File: src/rtl/spi_regfile_if.sv
// SPI pin bundle between a bus master (host) and the register-file slave.
interface spi_regfile_if;
  logic spi_clk;
  logic spi_ss;
  logic spi_mosi;
  logic spi_miso;

  modport master (
    output spi_clk,
    output spi_ss,
    output spi_mosi,
    input  spi_miso
  );

  modport slave (
    input  spi_clk,
    input  spi_ss,
    input  spi_mosi,
    output spi_miso
  );
endinterface

File: src/rtl/spi_regfile.sv
// SPI mode-0 slave register file. The SPI pins are oversampled in the
// input_clk domain. Commands: 0x01 addr = burst read, 0x02 addr = burst write.
// Addresses auto-increment and wrap at NREGS.
module spi_regfile #(
  parameter int NREGS       = 16,
  parameter int DATA_BYTES  = 2,
  parameter int SYNC_STAGES = 2
) (
  input  logic                              input_clk,
  input  logic                              reset,
  spi_regfile_if.slave                      spi,
  output logic [NREGS*8*DATA_BYTES-1:0]     write_regs,
  input  logic [NREGS*8*DATA_BYTES-1:0]     read_regs,
  output logic [NREGS-1:0]                  wr_strobe,
  output logic                              busy
);
  localparam int REG_W = 8 * DATA_BYTES;
  localparam int AW    = (NREGS > 1) ? $clog2(NREGS) : 1;
  localparam int BW    = (DATA_BYTES > 1) ? $clog2(DATA_BYTES) : 1;

  localparam logic [2:0] ST_CMD    = 3'd0;
  localparam logic [2:0] ST_RADDR  = 3'd1;
  localparam logic [2:0] ST_WADDR  = 3'd2;
  localparam logic [2:0] ST_WDATA  = 3'd3;
  localparam logic [2:0] ST_RDATA  = 3'd4;
  localparam logic [2:0] ST_IGNORE = 3'd5;

  // Synchroniser chains; valid_sync_reg tracks when the chains hold real pin samples.
  logic [SYNC_STAGES-1:0] sclk_sync_reg;
  logic [SYNC_STAGES-1:0] ss_sync_reg;
  logic [SYNC_STAGES-1:0] mosi_sync_reg;
  logic [SYNC_STAGES-1:0] valid_sync_reg;

  logic [2:0]       state_reg;
  logic [2:0]       bit_cnt_reg;
  logic [7:0]       rx_reg;
  logic [BW-1:0]    byte_idx_reg;
  logic [AW-1:0]    addr_reg;
  logic [REG_W-1:0] wbuf_reg;
  logic [REG_W-1:0] tx_reg;
  logic             first_fall_reg;
  logic             armed_reg;
  logic             sclk_prev_reg;
  logic             miso_reg;

  logic             sclk_s;
  logic             ss_s;
  logic             mosi_s;
  logic             sclk_rise;
  logic             sclk_fall;
  logic             selected;
  logic [7:0]       rx_byte;
  logic             byte_done;
  logic             last_byte;
  logic [AW-1:0]    addr_inc;
  logic [AW-1:0]    rx_addr;
  logic [AW-1:0]    rx_addr_inc;
  logic             addr_ok;
  logic [REG_W-1:0] wbuf_next;
  logic             commit;

  assign sclk_s    = sclk_sync_reg[SYNC_STAGES-1];
  assign ss_s      = ss_sync_reg[SYNC_STAGES-1];
  assign mosi_s    = mosi_sync_reg[SYNC_STAGES-1];
  assign sclk_rise = sclk_s & ~sclk_prev_reg;
  assign sclk_fall = ~sclk_s & sclk_prev_reg;
  // After a reset the bus stays dead until slave select has been seen high.
  assign selected  = armed_reg & ~ss_s;
  assign rx_byte   = {rx_reg[6:0], mosi_s};
  assign byte_done = sclk_rise && (bit_cnt_reg == 3'd7);
  assign last_byte = (byte_idx_reg == BW'(DATA_BYTES - 1));
  assign addr_inc  = (addr_reg == AW'(NREGS - 1)) ? '0 : addr_reg + 1'b1;
  assign rx_addr   = rx_byte[AW-1:0];
  assign rx_addr_inc = (rx_addr == AW'(NREGS - 1)) ? '0 : rx_addr + 1'b1;
  assign addr_ok   = ({1'b0, rx_byte} < 9'(NREGS));
  assign wbuf_next = (wbuf_reg << 8) | REG_W'(rx_byte);
  assign commit    = selected && byte_done && (state_reg == ST_WDATA) && last_byte;

  assign busy         = ~ss_s;
  assign spi.spi_miso = miso_reg;

  // Pin synchronisers; slave select idles deasserted so busy is 0 out of reset.
  always_ff @(posedge input_clk or posedge reset) begin
    if (reset) begin
      sclk_sync_reg  <= '0;
      ss_sync_reg    <= '1;
      mosi_sync_reg  <= '0;
      valid_sync_reg <= '0;
    end else begin
      sclk_sync_reg  <= {sclk_sync_reg[SYNC_STAGES-2:0], spi.spi_clk};
      ss_sync_reg    <= {ss_sync_reg[SYNC_STAGES-2:0], spi.spi_ss};
      mosi_sync_reg  <= {mosi_sync_reg[SYNC_STAGES-2:0], spi.spi_mosi};
      valid_sync_reg <= {valid_sync_reg[SYNC_STAGES-2:0], 1'b1};
    end
  end

  // Command/address FSM, bit and byte counters, and the MISO shifter.
  always_ff @(posedge input_clk or posedge reset) begin
    if (reset) begin
      state_reg      <= ST_CMD;
      bit_cnt_reg    <= '0;
      rx_reg         <= '0;
      byte_idx_reg   <= '0;
      addr_reg       <= '0;
      wbuf_reg       <= '0;
      tx_reg         <= '0;
      first_fall_reg <= 1'b0;
      armed_reg      <= 1'b0;
      sclk_prev_reg  <= 1'b0;
      miso_reg       <= 1'b0;
    end else begin
      sclk_prev_reg <= sclk_s;
      if (valid_sync_reg[SYNC_STAGES-1] && ss_s) begin
        armed_reg <= 1'b1;
      end
      if (!selected) begin
        // Deselect wins over a same-cycle byte completion: nothing commits.
        state_reg      <= ST_CMD;
        bit_cnt_reg    <= '0;
        byte_idx_reg   <= '0;
        first_fall_reg <= 1'b0;
        miso_reg       <= 1'b0;
      end else begin
        if (sclk_rise) begin
          bit_cnt_reg <= bit_cnt_reg + 3'd1;
          rx_reg      <= rx_byte;
          if (byte_done) begin
            case (state_reg)
              ST_CMD: begin
                if (rx_byte == 8'h01)      state_reg <= ST_RADDR;
                else if (rx_byte == 8'h02) state_reg <= ST_WADDR;
                else                       state_reg <= ST_IGNORE;
              end
              ST_RADDR: begin
                if (addr_ok) begin
                  tx_reg         <= read_regs[rx_addr*REG_W +: REG_W];
                  addr_reg       <= rx_addr_inc;
                  byte_idx_reg   <= '0;
                  first_fall_reg <= 1'b1;
                  state_reg      <= ST_RDATA;
                end else begin
                  state_reg <= ST_IGNORE;
                end
              end
              ST_WADDR: begin
                if (addr_ok) begin
                  addr_reg     <= rx_addr;
                  byte_idx_reg <= '0;
                  state_reg    <= ST_WDATA;
                end else begin
                  state_reg <= ST_IGNORE;
                end
              end
              ST_WDATA: begin
                wbuf_reg <= wbuf_next;
                if (last_byte) begin
                  addr_reg     <= addr_inc;
                  byte_idx_reg <= '0;
                end else begin
                  byte_idx_reg <= byte_idx_reg + 1'b1;
                end
              end
              ST_RDATA: begin
                if (last_byte) begin
                  // Whole-word snapshot keeps multi-byte reads coherent.
                  tx_reg         <= read_regs[addr_reg*REG_W +: REG_W];
                  addr_reg       <= addr_inc;
                  byte_idx_reg   <= '0;
                  first_fall_reg <= 1'b1;
                end else begin
                  byte_idx_reg <= byte_idx_reg + 1'b1;
                end
              end
              default: state_reg <= ST_IGNORE;
            endcase
          end
        end
        if (sclk_fall) begin
          if (state_reg == ST_RDATA) begin
            if (first_fall_reg) begin
              miso_reg       <= tx_reg[REG_W-1];
              first_fall_reg <= 1'b0;
            end else begin
              tx_reg   <= tx_reg << 1;
              miso_reg <= tx_reg[REG_W-2];
            end
          end else begin
            miso_reg <= 1'b0;
          end
        end
      end
    end
  end

  genvar gi;
  generate
    for (gi = 0; gi < NREGS; gi++) begin : g_reg
      logic [REG_W-1:0] word_reg;
      logic             strobe_reg;
      logic             hit;

      assign hit = commit && (addr_reg == AW'(gi));

      // Register word and its one-cycle write strobe.
      always_ff @(posedge input_clk or posedge reset) begin
        if (reset) begin
          word_reg   <= '0;
          strobe_reg <= 1'b0;
        end else begin
          strobe_reg <= hit;
          if (hit) begin
            word_reg <= wbuf_next;
          end
        end
      end

      assign write_regs[gi*REG_W +: REG_W] = word_reg;
      assign wr_strobe[gi]                 = strobe_reg;
    end
  endgenerate
endmodule

File: src/flat_wrapper.sv
// flat-port wrapper written by rule: the top's interface ports become plain ports
module spi_regfile_flat 
#(
  parameter int NREGS       = 16,
  parameter int DATA_BYTES  = 2,
  parameter int SYNC_STAGES = 2
)
  (input_clk, reset, write_regs, read_regs, wr_strobe, busy, spi_spi_clk, spi_spi_ss, spi_spi_mosi, spi_spi_miso);
  spi_regfile_if spi_i ();
  input  logic input_clk;
  input  logic reset;
  output logic [NREGS*8*DATA_BYTES-1:0] write_regs;
  input  logic [NREGS*8*DATA_BYTES-1:0] read_regs;
  output logic [NREGS-1:0] wr_strobe;
  output logic busy;
  input wire logic [$bits(spi_i.spi_clk)-1:0] spi_spi_clk;
  input wire logic [$bits(spi_i.spi_ss)-1:0] spi_spi_ss;
  input wire logic [$bits(spi_i.spi_mosi)-1:0] spi_spi_mosi;
  output wire logic [$bits(spi_i.spi_miso)-1:0] spi_spi_miso;
  assign spi_i.spi_clk = spi_spi_clk;
  assign spi_i.spi_ss = spi_spi_ss;
  assign spi_i.spi_mosi = spi_spi_mosi;
  assign spi_spi_miso = spi_i.spi_miso;
  spi_regfile #(.NREGS(NREGS), .DATA_BYTES(DATA_BYTES), .SYNC_STAGES(SYNC_STAGES)) u_core (.input_clk(input_clk), .reset(reset), .spi(spi_i), .write_regs(write_regs), .read_regs(read_regs), .wr_strobe(wr_strobe), .busy(busy));
endmodule
File: config.mk
export PLATFORM = sky130hd
export DESIGN_NAME = spi_regfile_flat
export DESIGN_NICKNAME = d
export VERILOG_FILES = /design/src/rtl/spi_regfile_if.sv /design/src/rtl/spi_regfile.sv /design/src/flat_wrapper.sv
export SDC_FILE = /design/constraint.sdc
export NUM_CORES = 1
export LEC_CHECK = 0
export BUFFER_PORTS_ARGS = -buffer_cell sky130_fd_sc_hd__buf_4
export CAP_MARGIN = 15
export CORE_MARGIN = 4
export CORE_UTILIZATION = 30
export DETAILED_ROUTE_END_ITERATION = 8
export SYNTH_ARGS = -nofsm -noshare
export SYNTH_HDL_FRONTEND = slang
export SYNTH_SLANG_ARGS = --single-unit
File: constraint.sdc
create_clock -name input_clk -period 25 [get_ports input_clk]
set_input_delay 5 -clock input_clk [delete_from_list [all_inputs] [get_ports input_clk]]
set_output_delay 5 -clock input_clk [all_outputs]
set_load 0.01 [all_outputs]
### After elaboration in Yosys (flattened, before gate mapping)

Index checks and enable logic that the tools add are counted.

| storage, ports and cells | value |
|---|---|
| register bits after elaboration | 326 |
| output and inout port bits | 274 |
| word-level logic and storage cells | 167 |

| cells by class | value |
|---|---|
| reductions and logical operators | 31 |
| equality and inequality tests | 32 |
| shift-type cells | 2 |
| $lt $le $gt $ge | 1 |
| mux-type cells | 43 |
| bitwise logic cells | 7 |
| add/sub/neg operators | 4 |

Operators with widths:

| operator | count |
|---|---|
| variable part select 256 x 9 -> 16 bit | 2 |
| two-way mux 16 bit | 7 |
| equality test 4 bit (second input constant) | 9 |
| case mux 16 bit (2 select lines) | 1 |
| two-way mux 3 bit | 8 |
| logical AND 1 bit | 21 |
| two-way mux 4 bit | 5 |
| two-way mux 1 bit | 18 |
| equality test 4 x 3 -> 1 bit (second input constant) | 4 |
| OR 16 x 8 -> 16 bit | 1 |
| case mux 3 bit (4 select lines) | 1 |
| case mux 4 bit (3 select lines) | 1 |
| != test 2 x 1 -> 1 bit (second input constant) | 5 |
| adder 4 x 1 -> 4 bit (second input constant) | 2 |
| equality test 4 x 2 -> 1 bit (second input constant) | 2 |
| equality test 8 x 1 -> 1 bit (second input constant) | 1 |
| equality test 8 x 2 -> 1 bit (second input constant) | 1 |
| less-than comparator 8 x 5 -> 1 bit (second input constant) | 1 |
| AND reduction 4 bit | 2 |
| AND reduction 7 bit | 1 |
| equality test 3 x 2 -> 1 bit (second input constant) | 2 |
| equality test 3 bit (second input constant) | 2 |
| != test 3 bit (second input constant) | 2 |
| equality test 4 x 1 -> 1 bit (second input constant) | 1 |
| other kinds (13) | 20 |

### Logic depth before layout (Yosys ltp)

Gate-level depths: netlist of run 1.

| logic depth | value |
|---|---|
| depth after elaboration | 9 |
| gate-level depth with buffers | 11 |
| gate-level depth less buffers | 7 |

### Least setup slack after synthesis of run 1

No wires, ideal clock.

| timing | value |
|---|---|
| path type | input -> register |
| from | input port read_regs[90] |
| to | register u_core.tx_reg[10] |
| cell stages on the path | 4 |
| buffers on the path | 0 |
| data arrival time | 6.172 ns |
| required time | 24.874 ns |
| slack | 18.702 ns |
| cell sequence | mux4_2 a22o_1 o31a_1 a221o_1 |

| between the ends | value |
|---|---|
| word-level cells in the longest chain between the ends | 8 |
| elaborated cells on any way between the ends | 10 |
| classes of those cells | 2 x shift; 8 x mux |

RTL lines:

| what | line | RTL |
|---|---|---|
| from (decl) | flat_wrapper.sv:13 | `input logic [NREGS*8*DATA_BYTES-1:0] read_regs;` |
| variable part select 256 x 9 -> 16 bit, on equally long branches | spi_regfile.sv:166, spi_regfile.sv:136 |  |
| two-way mux 16 bit, on equally long branches | spi_regfile.sv:164, spi_regfile.sv:135 |  |
| case mux 16 bit (2 select lines) * | spi_regfile.sv:128 | `case (state_reg)` |
| two-way mux 16 bit * | spi_regfile.sv:127 | `if (byte_done) begin` |
| two-way mux 16 bit * | spi_regfile.sv:124 | `if (sclk_rise) begin` |
| two-way mux 16 bit | spi_regfile.sv:180 | `if (first_fall_reg) begin` |
| two-way mux 16 bit | spi_regfile.sv:179 | `if (state_reg == ST_RDATA) begin` |
| two-way mux 16 bit * | spi_regfile.sv:178 | `if (sclk_fall) begin` |
| to (signal assigned) | spi_regfile.sv:136 | `tx_reg <= read_regs[rx_addr*REG_W +: REG_W];` |
| to (signal assigned) | spi_regfile.sv:166 | `tx_reg <= read_regs[addr_reg*REG_W +: REG_W];` |
| to (signal assigned) | spi_regfile.sv:184 | `tx_reg <= tx_reg << 1;` |
| to (decl) | spi_regfile.sv:40 | `logic [REG_W-1:0] tx_reg;` |

Every way passes the cells marked *; elsewhere a longest branch is shown, timed or not.
A chain may end at the register's enable or synchronous reset.

==> results_dict.tcl, run 1 <==
set metrics [dict create \
    slew_headroom 0.2266 \
    wirelength_mm 59.10 \
    grt_use_met3 0.03210 \
    largest_reg_flops 256 \
    syn_area_sq_mm 0.01709 \
    post-cts-setup-buffers 0 \
    die_y_microns 246.7 \
    insertion_delay_ns 0.53 \
    crit_chain "buf_4 -> inv_8 -> buf_4 -> buf_4" \
    finalCritPeriodShare 0.2804 \
    critPathLaunchType "primary input" \
    post-route-drc-count 0 \
    synth_fa_ha_area_frac 0.007174 \
    fin_tns_setup_ns 0 \
    cts_sinks 326 \
    synth-simple-area-share 0.07869 \
    busiest_layer "met2" \
    rows 87 \
    ctsHtreeMaxLevel 2 \
    syn_inst 1226 \
    die_w_microns 246.7 \
    crit_family "buffers and inverters" \
    grtUsageTotal 0.1884 \
    clock_skew_ns 0.02133 \
    ant_nets 0 \
    cp_slowest_cell "buf_4" \
    synth_top_family_by_area "multiplexers" \
    post_drt_via_cell_ratio 5.198 \
    placed_area_sq_mm 0.02153 \
    num_vias 12820 \
    cp_max_fo 112 \
    yosysWarnings 0 \
    cp.required_ns 25.50 \
    max_clock_freq_mhz 142.7 \
    stdcell_area_sq_mm 0.02276 \
    cp.arrival_ns 7.51 \
    overflow 0 \
    synth_flop_cell "dfrtp_1" \
    firstDrtPassIters 5 \
    grt_pass1_vias 13660 \
    grt_max_degree 113 \
    grt_pass1_wl_mm 87.04 \
    ys_seq_area_frac 0.4774 \
    hold_viol 0 \
    cts_resized 0 \
    dieArea_sq_mm 0.06086 \
    clk_pin_slew_ns 0.05 \
    setup-violations-final 0 \
    synth-seq-cells 326 \
    hpwl_mm 43.37 \
    synth_area_per_cell_sq_um 13.94 \
    async_flop_share 1.000 \
    hold_start "u_core.mosi_sync_reg[0]" \
    worstReg2RegStart "u_core.state_reg[1]" \
    drive_gt1_frac 0.5982 \
    syn2layout_area_growth_pct 33.13 \
    ctsLongestPathBuffers 3 \
    hold_ws_ns 0.3447 \
    start_util 0.3031 \
    wl_per_cell_microns 23.96 \
    peakVddDrop_mv 0.03839 \
    antenna_found_initial 1 \
    io_pins 535 \
    gp_congestion 0.8110 \
    cp_slowest_stage_delay_ns 0.87 \
    hold_path.class "reg2reg" \
    core_sq_mm 0.05639 \
    critPathKind "in2async" \
    grtUsageMet1 0.2332 \
    outcome "complete, no violations" \
    nets 1957 \
    grtUsageMet2 0.3358 \
    worst_pin_slew_ns 1.150 \
    power_density_mw_per_mm2 56.13 \
    critPathLaunch "reset" \
    synth-compound-area-share 0.04729 \
    leakagePower_nw 11.10 \
    numCtsBuffers 36 \
    slew_violations 0 \
    cp_num_buf_inv 4 \
    worstSetupEndpointType "async pin" \
    ctsHoldBuffers 0 \
    synth_xor_area_frac 0.001025 \
    period_minus_slack_ns 7.010 \
    cts_tree "yes" \
    drtIter0Drc 648 \
    yosys-mux-area-fraction 0.3416 \
    cts_root_buffer "clkbuf_16" \
    syn-num-nets 1496 \
    synth_edf_count 0 \
    cpMostUsedCell "buf_4" \
    grt_setup_unrepaired "false" \
    maxCapViolations 0 \
    io_buffers 534 \
    synth.distinct_cells 66 \
]
==> stage by stage <==
step | setup WS, ns | power (mW) | cells | util
after floorplan | 10.98 | 0.6612 | 1226 | -
after global placement | 17.41 | 0.7402 | 2405 | 0.3818
after detailed placement | 17.32 | 0.7446 | 2405 | 0.3818
after CTS | 17.90 | 1.301 | 2466 | 0.4035
after global routing | 17.52 | 1.333 | 2467 | 0.4036
final | 17.99 | 1.277 | 2467 | 0.4036
==> synthesized netlist by cell type (4+ instances only) <==
cell / count / share of area
nand4_1: 11 / 0.0040
a221o_1: 11 / 0.0064
nand3_1: 47 / 0.014
nor2_1: 17 / 0.0037
buf_6: 10 / 0.0066
clkbuf_1: 47 / 0.010
nor2b_1: 7 / 0.0026
o22ai_1: 7 / 0.0026
nand2b_1: 5 / 0.0018
buf_4: 23 / 0.010
nand4_2: 4 / 0.0029
a22oi_1: 19 / 0.0083
buf_1: 9 / 0.0020
nor3_1: 9 / 0.0026
ha_1: 9 / 0.0066
and4_1: 6 / 0.0031
mux2_2: 246 / 0.16
nand2_2: 6 / 0.0022
o21ai_0: 30 / 0.0088
a21oi_1: 14 / 0.0041
inv_1: 24 / 0.0053
a31oi_1: 11 / 0.0040
mux2i_1: 16 / 0.0094
nand4b_1: 14 / 0.0072
dfrtp_1: 324 / 0.47
nand2_1: 70 / 0.015
buf_2: 38 / 0.011
a22o_1: 6 / 0.0031
a21o_1: 6 / 0.0026
o31a_1: 5 / 0.0026
mux4_2: 128 / 0.17
==> cells in the final DEF (no fill, tap or decap), types with 4 or more instances in the layout <==
cell type	n
nand2_2	6
nand4_2	4
a22oi_1	19
nor2b_1	4
dfrtp_1	319
ha_1	9
inv_1	23
nand3_1	47
buf_4	551
and4_1	6
mux2_2	246
a22o_1	6
nand2b_1	5
a21oi_1	14
a31oi_1	11
o31a_1	5
clkbuf_1	5
a21o_1	6
o22ai_1	7
nor2_1	17
mux4_2	128
dfrtp_4	4
o21ai_0	30
nor3_1	6
bufinv_16	4
clkbuf_16	36
mux2i_1	16
a221o_1	11
clkbuf_8	10
nand2_1	70
nand4b_1	14
nand4_1	11
==> report_power, final <==
part / switching [mW] / total (mW) / internal [mW]
registers: 0.0260 / 0.559 / 0.533
logic: 0.0873 / 0.172 / 0.0844
clock network: 0.211 / 0.547 / 0.336
total: 0.324 / 1.28 / 0.953
==> layout make-up <==
cell class                 instances  area [sq um]
fill                            5358         33630
sequential                       326          8177
multi-input combinational        748          8170
timing repair buffer             551          4136
clock buffer                      51          1057
tap                              756         945.9
clock inverter                    10         168.9
inverter                          24         97.59
antenna                            1         2.502
==> path summary, 6_finish.rpt <==
path,slack [ns],cells after the start,end
max in group input_clk,18.72,2,busy
hold / removal,0.34,0,u_core.mosi_sync_reg[1]
setup / recovery,17.99,4,u_core.g_reg[3].word_reg[6]
hold reg to reg,0.34,0,u_core.mosi_sync_reg[1]
min in group asynchronous,4.61,2,u_core.g_reg[0].word_reg[5]
setup reg to reg,21.53,4,u_core.g_reg[13].word_reg[5]
==> metal layers <==
layer,vias up,part of all wire
met5,-,0
met4,0,0.031
met3,97,0.060
met2,571,0.52
met1,6585,0.39
li1,5570,-
==> cells by family (layout without fill, tap and decap cells) <==
logic type,count (synthesis),after routing
compound gates,118,118
xor+xnor,2,2
fa+ha+maj,10,10
buf+inv,152,636
flops,326,326
mux,392,392
other cells,1,2
simple gates,225,225
==> worst register-to-register path, stage by stage (launching register included) <==
cell and delay, ns:
dfrtp_1 0.76, nor2b_1 0.37, and4_1 0.79, nand4_2 0.86, mux2_2 0.58
No activity file was read; power rests on OpenSTA's default activity.
==> run 2, diff against run 1 <==
Clock period 25 ns to 6.4 ns, I/O delays scaled along.
==> results_dict.tcl, run 2 (synthesis results as in run 1) <==
set metrics [dict create \
    post-cts-setup-buffers 0 \
    hold_viol 0 \
    largest_reg_flops 256 \
    clk_pin_slew_ns 0.06 \
    crit_chain "inv_1 -> nor3_2 -> a22oi_1 -> a31oi_1 -> a221o_1" \
    ctsHtreeMaxLevel 2 \
    cp_num_buf_inv 1 \
    leakagePower_nw 11.07 \
    firstDrtPassIters 5 \
    gp_congestion 0.8849 \
    clock_skew_ns 0.01879 \
    finalCritPeriodShare 0.5214 \
    cp_max_fo 53 \
    cp_slowest_cell "dfrtp_4" \
    grt_pass1_wl_mm 88.53 \
    num_vias 12840 \
    slew_violations 0 \
    wl_per_cell_microns 24.35 \
    start_util 0.3031 \
    cts_sinks 326 \
    post_drt_via_cell_ratio 5.191 \
    rows 87 \
    syn2layout_area_growth_pct 32.93 \
    post-route-drc-count 0 \
    fin_tns_setup_ns 0 \
    cts_tree "yes" \
    hpwl_mm 43.99 \
    dp.cells 2404 \
    overflow 0 \
    fillers 5375 \
    worst_pin_slew_ns 1.155 \
    peakVddDrop_mv 0.1233 \
    worstSetupEndpointType "flip-flop" \
    die_w_microns 246.7 \
    drtIter0Drc 627 \
    placed_area_sq_mm 0.02154 \
    dieArea_sq_mm 0.06086 \
    grt_max_degree 166 \
    numCtsBuffers 37 \
    wirelength_mm 60.25 \
    mostFrequentLayoutCell "buf_4" \
    outcome "complete, no violations" \
    grt_pass1_vias 13880 \
    period_minus_slack_ns 3.337 \
    cp.arrival_ns 3.79 \
    slew_headroom 0.2227 \
    core_sq_mm 0.05639 \
    die_y_microns 246.7 \
    stdcell_area_sq_mm 0.02272 \
    nets 1957 \
    ctsHoldBuffers 0 \
    ctsLongestPathBuffers 3 \
    io_pins 535 \
    power_density_mw_per_mm2 216.7 \
    antenna_found_initial 5 \
    cp.required_ns 6.85 \
    crit_family "flip-flops" \
    drive_gt1_frac 0.5957 \
    ant_nets 0 \
    grtUsageTotal 0.1923 \
    critPathKind "reg2reg" \
    insertion_delay_ns 0.53 \
    setup-violations-final 0 \
    grt_setup_unrepaired "false" \
    max_clock_freq_mhz 299.7 \
    cts_resized 0 \
    cts_root_buffer "clkbuf_16" \
    final_cell_mix "548 x buf_4, 319 x dfrtp_1, 246 x mux2_2" \
    fin_cells 2474 \
    hold_path.class "reg2reg" \
    io_buffers 534 \
    maxCapViolations 0 \
    cp_slowest_stage_delay_ns 1.05 \
    critPathLaunchType "flip-flop" \
]
-- run 2: power by group --
part	total [mW]	internal, mW	switching [mW]
combinational	0.623	0.327	0.296
clock	2.06	1.21	0.841
sequential	2.25	2.08	0.166
-- run 2: final timing paths --
kind                                          from                           to  slack, ns  cells past startpoint
min reg2reg                u_core.mosi_sync_reg[0]      u_core.mosi_sync_reg[1]       0.34                      0
min                        u_core.mosi_sync_reg[0]      u_core.mosi_sync_reg[1]       0.34                      0
min in group asynchronous                    reset  u_core.g_reg[1].word_reg[5]       0.76                      2
max reg2reg                       u_core.rx_reg[0]             u_core.tx_reg[4]       3.06                      5
max in group asynchronous                    reset             u_core.rx_reg[0]       4.34                      3
max                               u_core.rx_reg[0]             u_core.tx_reg[4]       3.06                      5
-- run 2: layer usage --
| layer | part of all wire | track usage | wire length [microns] |
|---|---|---|---|
| met1 | 0.39 | 0.2346 | 23550 |
| met2 | 0.51 | 0.3358 | 30680 |
| met3 | 0.065 | 0.04023 | 3896 |
| met4 | 0.035 | 0.07125 | 2129 |
| met5 | 0 | 0 | 0 |
-- run 2: worst reg2reg max path: stages (launching register included) --
cell and delay, ns:
dfrtp_4 1.05, inv_1 0.70, nor3_2 0.96, a22oi_1 0.18, a31oi_1 0.24, a221o_1 0.14
-- run 2: through the flow --
step / hold slack [ns] / worst slack (ns) / utilization / power, mW
global placement: 0.3324 / 3.115 / 0.3820 / 2.909
CTS: 0.3452 / 3.005 / 0.4028 / 5.010
global route: 0.3594 / 2.846 / 0.4030 / 5.143
finish: 0.3423 / 3.063 / 0.4030 / 4.925
detailed placement: 0.3355 / 3.021 / 0.3820 / 2.920
floorplan: 0.3312 / 0.7709 / - / 2.583
-- run 2: area by class of cell --
class,count,area [sq um],area share
Antenna cell,4,10.01,0.0004405
Clock buffer,53,1036,0.04559
Clock inverter,13,135.1,0.005947
Inverter,24,93.84,0.004130
Multi-Input combinational cell,748,8170,0.3596
Sequential cell,326,8177,0.3599
Tap cell,756,945.9,0.04163
Timing Repair Buffer,550,4154,0.1828
==> run 3, diff against run 2 <==
Settings changed: ABC_AREA set to 1.
Clock period 6.4 ns to 3.34 ns, I/O delays scaled along.
==> results_dict.tcl, run 3 <==
set metrics [dict create \
    slew_headroom 0.2848 \
    power_density_mw_per_mm2 413.6 \
    yosysMostFrequentCell "nand2_1" \
    syn_inst 2770 \
    grt_max_degree 133 \
    yosysWarnings 0 \
    insertion_delay_ns 0.53 \
    yosysTopAreaCell "dfrtp_1" \
    outcome "complete, no violations" \
    ctsHoldBuffers 0 \
    hpwl_mm 52.57 \
    placed_area_sq_mm 0.02318 \
    synth_area_per_cell_sq_um 6.734 \
    ys_seq_area_frac 0.4375 \
    largest_reg_flops 256 \
    synth_edf_count 0 \
    wirelength_mm 75.98 \
    cts_root_buffer "clkbuf_16" \
    mostFrequentLayoutCell "nand2_1" \
    ys_top_cells_by_count "1189 x nand2_1, 324 x dfrtp_1, 319 x nand3_1, 313 x inv_1, 197 x o21ai_1" \
    synth-seq-cells 326 \
    syn_area_sq_mm 0.01865 \
    cp.arrival_ns 2.93 \
    grt_setup_unrepaired "false" \
    cp.required_ns 3.70 \
    nets 3459 \
    async_flop_share 1.000 \
    antenna_found_initial 9 \
    overflow 0 \
    synth_flop_cell "dfrtp_1" \
    num_vias 19340 \
    grtUsageTotal 0.2209 \
    leakagePower_nw 13.44 \
    critPathLaunch "u_core.ss_sync_reg[1]" \
    grt_pass1_wl_mm 114.2 \
    dp.cells 3986 \
    finalCritPeriodShare 0.7695 \
    p_seq_frac 0.403 \
    core_sq_mm 0.06160 \
    clock_skew_ns 0.01710 \
    syn-num-nets 3040 \
    post-route-drc-count 0 \
    critPathKind "reg2reg" \
    switchingPower_mw 3.041 \
    cts_resized 0 \
    ctsLongestPathBuffers 3 \
    post-cts-setup-buffers 0 \
    power.internal_mw 7.067 \
    slew_violations 0 \
    drtIter0Drc 1838 \
    comb_power_share 0.191 \
    start_util 0.3028 \
    hold_ws_ns 0.1651 \
    synth.distinct_cells 34 \
    io_buffers 534 \
    synth_top_area_share 0.4347 \
    gp_congestion 0.8716 \
    switching_share 0.3009 \
    rows 91 \
    maxCapViolations 0 \
    firstDrtPassIters 6 \
    numCtsBuffers 38 \
    worstSetupEndpointType "flip-flop" \
    cts_tree "yes" \
    dieArea_sq_mm 0.06623 \
    ctsHtreeMaxLevel 2 \
    hold_viol 0 \
    critPathLaunchType "flip-flop" \
    fin_cells 4060 \
    ant_nets 0 \
    die_y_microns 257.4 \
    drive_gt1_frac 0.2140 \
    hold_path.class "in2async" \
    peakVddDrop_mv 0.2875 \
    io_pins 535 \
    post_drt_via_cell_ratio 4.764 \
    die_w_microns 257.4 \
    worstReg2RegStart "u_core.ss_sync_reg[1]" \
    cts_sinks 326 \
    final_cell_mix "1189 x nand2_1, 562 x buf_4, 320 x dfrtp_1" \
    stdcell_area_sq_mm 0.02444 \
    cp_max_fo 37 \
    setup-violations-final 0 \
    period_minus_slack_ns 2.570 \
    grt_pass1_vias 18480 \
    wl_per_cell_microns 18.71 \
    max_clock_freq_mhz 389.1 \
    clkPwrFrac 0.405 \
    clk_pin_slew_ns 0.06 \
    worst_pin_slew_ns 1.072 \
    syn2layout_area_growth_pct 31.02 \
    ys_top_cells_by_area "dfrtp_1 43%, nand2_1 24%, nand3_1 8.6%" \
]
run 3: critical path: stages (launching register included):
cell     delay, ns
dfstp_2       0.39
nor2_4        0.19
inv_2         0.30
nor3_4        0.54
nand2_2       0.14
nor2_2        0.29
nand2_1       0.09
buf_4         0.26
nand2_1       0.10
o21ai_0       0.08
run 3: metrics by stage:
stage	utilization	setup TNS (ns)	setup WS (ns)	total power, mW
global placement	0.3763	0	0.8282	6.062
floorplan	-	-544.38	-1.677	5.202
CTS	0.3966	0	0.7275	10.20
finish	0.3968	0	0.7698	10.11
detailed placement	0.3763	0	0.7656	6.066
global route	0.3967	0	0.5038	10.59
run 3: power by group through the flow:
| stage | combinational [mW] | sequential [mW] | clock (mW) |
|---|---|---|---|
| floorplan | 1.06 | 4.14 | 0 |
| global placement | 1.92 | 4.15 | 0 |
| detailed placement | 1.92 | 4.15 | 0 |
| CTS | 1.93 | 4.08 | 4.20 |
| global route | 2.15 | 4.08 | 4.36 |
| finish | 1.93 | 4.08 | 4.10 |
run 3: layout make-up:
cell class | instances | area (sq um)
antenna | 4 | 10.01
clock buffer | 56 | 1150
clock inverter | 14 | 102.6
fill | 6522 | 37160
inverter | 333 | 1261
multi-input combinational | 1918 | 8279
sequential | 326 | 8170
tap | 837 | 1047
timing repair buffer | 572 | 4419
run 3: path summary, 6_finish.rpt:
path                                                     end  slack, ns  depth (start not counted)
worst max-delay path            u_core.g_reg[15].word_reg[8]       0.77                          9
worst min-delay path             u_core.g_reg[6].word_reg[9]       0.17                          2
worst max register to register  u_core.g_reg[15].word_reg[8]       0.77                          9
worst min register to register      u_core.valid_sync_reg[1]       0.35                          0
max in group asynchronous       u_core.g_reg[15].word_reg[4]       2.23                          3
min in group input_clk                 u_core.ss_sync_reg[0]       0.25                          1
run 3: per-layer routing:
metal | vias up | global-route usage | routed length, microns
met5 | - | 0 | 76
met4 | 10 | 0.07295 | 2672
met3 | 150 | 0.04685 | 5891
met2 | 812 | 0.3576 | 35150
met1 | 8980 | 0.2960 | 32200
li1 | 9390 | - | -
run 3: cells by family (layout without fill, tap and decap cells):
logic type | count (synthesis) | count (layout) | synth area share
DFF | 326 | 326 | 0.4375
adders and majority gates | 9 | 9 | 0.006037
AOI/OAI and AO/OA | 327 | 327 | 0.08908
and+or+nand+nor | 1579 | 1579 | 0.3473
buffers and inverters | 526 | 975 | 0.1189
xor gates and xnor gates | 2 | 2 | 0.0009393
other | 1 | 5 | 0.0002010
